===== src/rtl/mem_port_responder_if.sv =====
// Requester-side memory port: read-address, read-data return and write channels.
// Valid/ready: a transfer occurs on a cycle where valid & ready; r_dvalid has no backpressure.
interface mem_port_responder_if #(
   parameter int DATA_WIDTH = 16,
   parameter int ADDR_WIDTH = 16
);
   logic [ADDR_WIDTH-1:0] r_addr;
   logic                  r_avalid;
   logic                  r_aready;
   logic                  r_dvalid;
   logic [DATA_WIDTH-1:0] r_data;
   logic [ADDR_WIDTH-1:0] w_addr;
   logic [DATA_WIDTH-1:0] w_data;
   logic                  w_valid;
   logic                  w_ready;

   modport master (
      output r_addr, r_avalid, w_addr, w_data, w_valid,
      input  r_aready, r_dvalid, r_data, w_ready
   );

   modport slave (
      input  r_addr, r_avalid, w_addr, w_data, w_valid,
      output r_aready, r_dvalid, r_data, w_ready
   );
endinterface


===== src/rtl/mem_port_responder.sv =====
// Responder for one requester port: issues single commands to the shared backend RAM port,
// alternates reads and writes under contention, and caps reads in flight so returns never stall.
module mem_port_responder #(
   parameter int DATA_WIDTH      = 16,
   parameter int ADDR_WIDTH      = 16,
   parameter int MAX_OUTSTANDING = 4
) (
   input  logic                  clk,
   input  logic                  rst,
   mem_port_responder_if.slave   req,
   input  logic                  mem_gnt,
   output logic                  mem_en,
   output logic                  mem_we,
   output logic [ADDR_WIDTH-1:0] mem_addr,
   output logic [DATA_WIDTH-1:0] mem_wdata,
   input  logic                  mem_rvalid,
   input  logic [DATA_WIDTH-1:0] mem_rdata,
   output logic [3:0]            outstanding,
   output logic                  err_unexp
);
   localparam logic [3:0] MAX_OUT = 4'(MAX_OUTSTANDING);

   logic [3:0]            out_q, out_d;
   logic                  last_wr_q, last_wr_d;
   logic                  err_q, err_d;
   logic                  dvalid_q, dvalid_d;
   logic [DATA_WIDTH-1:0] rdata_q, rdata_d;

   logic not_full, rd_ok, pick_wr, rd_acc, wr_acc;

   assign not_full = (out_q < MAX_OUT);
   assign rd_ok    = req.r_avalid & not_full;
   // A pending write wins unless the last issued command was itself a write.
   assign pick_wr  = req.w_valid & (~rd_ok | ~last_wr_q);

   assign req.w_ready  = mem_gnt & pick_wr;
   assign req.r_aready = mem_gnt & not_full & ~(req.w_valid & ~last_wr_q);

   assign rd_acc = req.r_avalid & req.r_aready;
   assign wr_acc = req.w_valid & req.w_ready;

   always_comb begin
      mem_en    = rd_acc | wr_acc;
      mem_we    = wr_acc;
      mem_addr  = '0;
      mem_wdata = '0;
      if (wr_acc) begin
         mem_addr  = req.w_addr;
         mem_wdata = req.w_data;
      end else if (rd_acc) begin
         mem_addr  = req.r_addr;
      end
   end

   always_comb begin
      out_d     = out_q;
      last_wr_d = last_wr_q;
      if (wr_acc) begin
         last_wr_d = 1'b1;
      end else if (rd_acc) begin
         last_wr_d = 1'b0;
      end
      case ({rd_acc, mem_rvalid})
         2'b10:   out_d = out_q + 4'd1;
         2'b01:   if (out_q != 4'd0) out_d = out_q - 4'd1;
         default: out_d = out_q;
      endcase
      // A return with nothing in flight is flagged but still forwarded.
      err_d    = err_q | (mem_rvalid & (out_q == 4'd0));
      dvalid_d = mem_rvalid;
      rdata_d  = mem_rvalid ? mem_rdata : rdata_q;
   end

   always_ff @(posedge clk) begin
      if (rst) begin
         out_q     <= 4'd0;
         last_wr_q <= 1'b0;
         err_q     <= 1'b0;
         dvalid_q  <= 1'b0;
         rdata_q   <= '0;
      end else begin
         out_q     <= out_d;
         last_wr_q <= last_wr_d;
         err_q     <= err_d;
         dvalid_q  <= dvalid_d;
         rdata_q   <= rdata_d;
      end
   end

   assign req.r_dvalid = dvalid_q;
   assign req.r_data   = rdata_q;
   assign outstanding  = out_q;
   assign err_unexp    = err_q;
endmodule


===== src/flat_wrapper.sv =====
// flat-port wrapper written by rule: the top's interface ports become plain ports
module mem_port_responder_flat 
#(
   parameter int DATA_WIDTH      = 16,
   parameter int ADDR_WIDTH      = 16,
   parameter int MAX_OUTSTANDING = 4
)
  (clk, rst, mem_gnt, mem_en, mem_we, mem_addr, mem_wdata, mem_rvalid, mem_rdata, outstanding, err_unexp, req_r_addr, req_r_avalid, req_w_addr, req_w_data, req_w_valid, req_r_aready, req_r_dvalid, req_r_data, req_w_ready);
  mem_port_responder_if #(.DATA_WIDTH(DATA_WIDTH), .ADDR_WIDTH(ADDR_WIDTH)) req_i ();
  input  logic clk;
  input  logic rst;
  input  logic mem_gnt;
  output logic mem_en;
  output logic mem_we;
  output logic [ADDR_WIDTH-1:0] mem_addr;
  output logic [DATA_WIDTH-1:0] mem_wdata;
  input  logic mem_rvalid;
  input  logic [DATA_WIDTH-1:0] mem_rdata;
  output logic [3:0] outstanding;
  output logic err_unexp;
  input wire logic [$bits(req_i.r_addr)-1:0] req_r_addr;
  input wire logic [$bits(req_i.r_avalid)-1:0] req_r_avalid;
  input wire logic [$bits(req_i.w_addr)-1:0] req_w_addr;
  input wire logic [$bits(req_i.w_data)-1:0] req_w_data;
  input wire logic [$bits(req_i.w_valid)-1:0] req_w_valid;
  output wire logic [$bits(req_i.r_aready)-1:0] req_r_aready;
  output wire logic [$bits(req_i.r_dvalid)-1:0] req_r_dvalid;
  output wire logic [$bits(req_i.r_data)-1:0] req_r_data;
  output wire logic [$bits(req_i.w_ready)-1:0] req_w_ready;
  assign req_i.r_addr = req_r_addr;
  assign req_i.r_avalid = req_r_avalid;
  assign req_i.w_addr = req_w_addr;
  assign req_i.w_data = req_w_data;
  assign req_i.w_valid = req_w_valid;
  assign req_r_aready = req_i.r_aready;
  assign req_r_dvalid = req_i.r_dvalid;
  assign req_r_data = req_i.r_data;
  assign req_w_ready = req_i.w_ready;
  mem_port_responder #(.DATA_WIDTH(DATA_WIDTH), .ADDR_WIDTH(ADDR_WIDTH), .MAX_OUTSTANDING(MAX_OUTSTANDING)) u_core (.clk(clk), .rst(rst), .req(req_i), .mem_gnt(mem_gnt), .mem_en(mem_en), .mem_we(mem_we), .mem_addr(mem_addr), .mem_wdata(mem_wdata), .mem_rvalid(mem_rvalid), .mem_rdata(mem_rdata), .outstanding(outstanding), .err_unexp(err_unexp));
endmodule

===== config.mk =====
export PLATFORM = sky130hd
export DESIGN_NAME = mem_port_responder_flat
export DESIGN_NICKNAME = d
export VERILOG_FILES = /design/src/rtl/mem_port_responder_if.sv /design/src/rtl/mem_port_responder.sv /design/src/flat_wrapper.sv
export SDC_FILE = /design/constraint.sdc
export NUM_CORES = 1
export LEC_CHECK = 0
export ABC_AREA = 1
export CAP_MARGIN = 5
export CORE_MARGIN = 2
export CORE_UTILIZATION = 29
export CTS_CLUSTER_DIAMETER = 60
export DETAILED_ROUTE_END_ITERATION = 10
export GPL_ROUTABILITY_DRIVEN = 0
export PLACE_DENSITY = 0.85
export SLEW_MARGIN = 20
export SYNTH_ARGS = -nofsm -noshare
export SYNTH_HDL_FRONTEND = slang
export SYNTH_SLANG_ARGS = --single-unit
export TNS_END_PERCENT = 50

===== constraint.sdc =====
create_clock -name clk -period 1.7 [get_ports clk]
set_input_delay 0.17 -clock clk [delete_from_list [all_inputs] [get_ports clk]]
set_output_delay 0.17 -clock clk [all_outputs]
set_load 0.01 [all_outputs]

==> impl_results.md <==
* First-pass GRT wire length at around 7600 um
* Core Util, Final at 63.1%
* Max stage delay on crit path at around 550 ps
* Worst-margin pin slew at just over 500 ps
* Vias per cell at ~4.5
* WL per Instance at approximately 13 um
* Grt met2 use at between 30% and 40%
* Antenna Nets Post-Route at 0
* Final Worst Setup Slack at -59.4 ps
* Post-route design area at 2710 sq um
* Antenna violations before repair at 0
* Yosys reg bits at 23
* Worst Path Buf+Inv at 4
* Worst Setup End Kind: output pin
* LEAKAGE at between 1 and 1.5 nW
* Worst path required time at about 1500 ps
* Placed Area at ~2700 sq um
* Vias in the first global route at ~1600
* RSZ-0062 raised after global routing: yes
* Syn Area/Cell at between 7 and 8 sq um
* Initial DRC count at 30
* Worst Setup Path Type: input port to output pin
* Post-detail-place hpwl at 3800 um
* Post-Synth XOR/XNOR Area at approximately 2.1%
* Synth top area cells: dfxtp_1, nor2_1, a22o_1, o21ai_0, inv_1
* Syn nets at 250
* Clk_lat worst skew at ~260 ps
* Maxcap violations at 0
* CORE AREA at between 4000 and 5000 sq um
* Fin. Hold Viols at 0
* Outcome: finished, violations left
* Main combinational cell family by area after synthesis: simple AND/OR/NAND/NOR gates
* Largest net degree at the start of global routing at 21
* Post-synthesis simple-gate area fraction at between 20% and 30%
* Port Buffers at 127
* Final wirelength at about 5000 um
* Post-synth top area share at approximately 36%
* Count of cell types in the netlist at 26
* Synth Area in Compound Gates at roughly a quarter
* Post-synth ARST share at 0%
* Post-synthesis sequential area ratio at a little over a third
* DRC viols at 0
* Met3 Usage GRT at 3.61%
* GR Util All Layers at a little under a fifth
* First-pass iteration count of the detailed router at 4
* Synth Instances at around 180
* Clock sink total at 23
* Row count at 24
* Post-Place Setup Slack at -304 ps
* Starting density of the core at between 20% and 30%
* IO Count at ~130
* CTS root buffer: clkbuf_8
* Layout cells sized above 1 at 24.0%
* Busiest grt layer: met2
* Final #Nets at a little under 400
* TritonCTS clock tree: built
* Post-synth EDFFs at 0
* Largest vdd supply drop at 0.534 mV
* Failing checks: setup timing
* Worst path arrival time at about 1600 ps
* Max_slew headroom at 65.3%
* Total Power at 0.00230 W
* CP startpoint kind: input port
* Pwr per Cell Area at between 800 and 900 nW/um^2
* Register clock-pin slew on the reported worst setup and hold paths at 80 ps
* Top FF cell, synth: dfxtp_1
* Diode count at 0
* Commonest cells post-synth: nor2_1, inv_1, dfxtp_1
* Fin crit share at 103%
* Clock Skews at 0.911 ps
* Clk buf depth at 2
* Worst-path cell with the longest stage delay: clkdlybuf4s50_1
* # setup viols final at 10
* Vias at between 1500 and 2000
* Worst-path maximum fanout at 18
* Crit path cell chain: clkdlybuf4s50_1 > a31oi_4 > buf_4 > inv_8 > nor2_1 > dlygate4sd2_1
* Die width at around 70 um
* Die Area at 4940 sq um
* Area Growth Syn to Fin at 112%
* HP Class: input port to flop
* Crit path time final at around 1800 ps
* Count leader, synth: nor2_1
* H-tree depth at 1
* Warnings from Yosys at 0
* Synth Area in Adders at less than 1%
* WHS at between 400 and 500 ps
* Grt ovf at 0
* Num CTS Buffers at 3
* Fmax at ~0.57 GHz
* Synth Cell Area at approximately 1300 sq um
* Slew Viols, Final at 0
* Yosys top cell by area: dfxtp_1
* CP delay by family, top: buffers and inverters
* Met1 GRT Util at between 20% and 30%
* Mux cell area share after synthesis at 0%
* Die Span Y at ~70 um
==> worst paths after layout <==
kind / start / endpoint / slack [ps] / cells past startpoint
worst max-delay path: req_r_avalid / mem_wdata[8] / -60 / 6
worst min-delay path: mem_rdata[2] / u_core.req.r_data[2] / 490 / 3
worst max register to register: u_core.outstanding[2] / u_core.outstanding[2] / 80 / 12
worst min register to register: u_core.req.r_data[10] / u_core.req.r_data[10] / 500 / 2
==> per-layer routing <==
metal / wire [um] / vias up / part of all wire [%]
li1: - / 859 / -
met1: 1870 / 738 / 38
met2: 2580 / 88 / 52
met3: 416 / 12 / 8.4
met4: 112 / 0 / 2.3
met5: 0 / - / 0
==> layout make-up <==
type	count	area [sq um]
fillers	401	1590
repair buffers	146	1310
multi-input cells	120	707
flip-flops and latches	23	464
inverters	28	118
well taps	52	65.1
clock buffers	3	41.3
clock inverters	1	5.00
==> logic make-up after synthesis <==
family	Yosys count
buffers and inverters	36
AOI/OAI and AO/OA	43
xor gates and xnor gates	3
adders and majority gates	1
and+or+nand+nor	73
DFF	23
==> per-stage QoR <==
step,instances,TNS (ps)
4_1_cts,372,-92.2
6_report,373,-336
5_1_grt,373,-1270
3_3_place_gp,364,-8910
2_1_floorplan,179,0
3_5_place_dp,364,-9910
==> flip-flops by register name (all words and copies together), names as in the netlist <==
name / flops
u_core.err_unexp: 1
u_core.last_wr_q: 1
u_core.req.r_data: 16
u_core.req.r_dvalid: 1
u_core.outstanding: 4
==> report_power, final <==
part           switching, W  total (W)  internal, W
Clock              0.000167   0.000331     0.000163
Combinational      0.000561    0.00124     0.000680
Sequential        0.0000927   0.000724     0.000631
==> tightest hold or removal path, cell delays in order <==
cell and delay, ps:
clkdlybuf4s50_1 390, nor2_1 100, nor2_1 50
==> layout by cell type (no fill, tap or decap), drive strengths merged, types with 15 or more instances in the layout <==
cell / n
a22o: 17
clkbuf: 19
nand2: 15
inv: 26
nor2: 52
o21ai: 19
clkdlybuf4s50: 90
buf: 34
dfxtp: 23
==> what timing repair did <==
| action | CTS | global route |
|---|---|---|
| hold buffers | 0 | 0 |
| setup endpoints to repair | 36 | 36 |
| buffers inserted | 3 | 1 |
| gates cloned | 1 | 0 |
| gates resized for setup | 92 | 44 |
| pin swaps | 1 | 16 |
No activity file was read; power rests on OpenSTA's default activity.
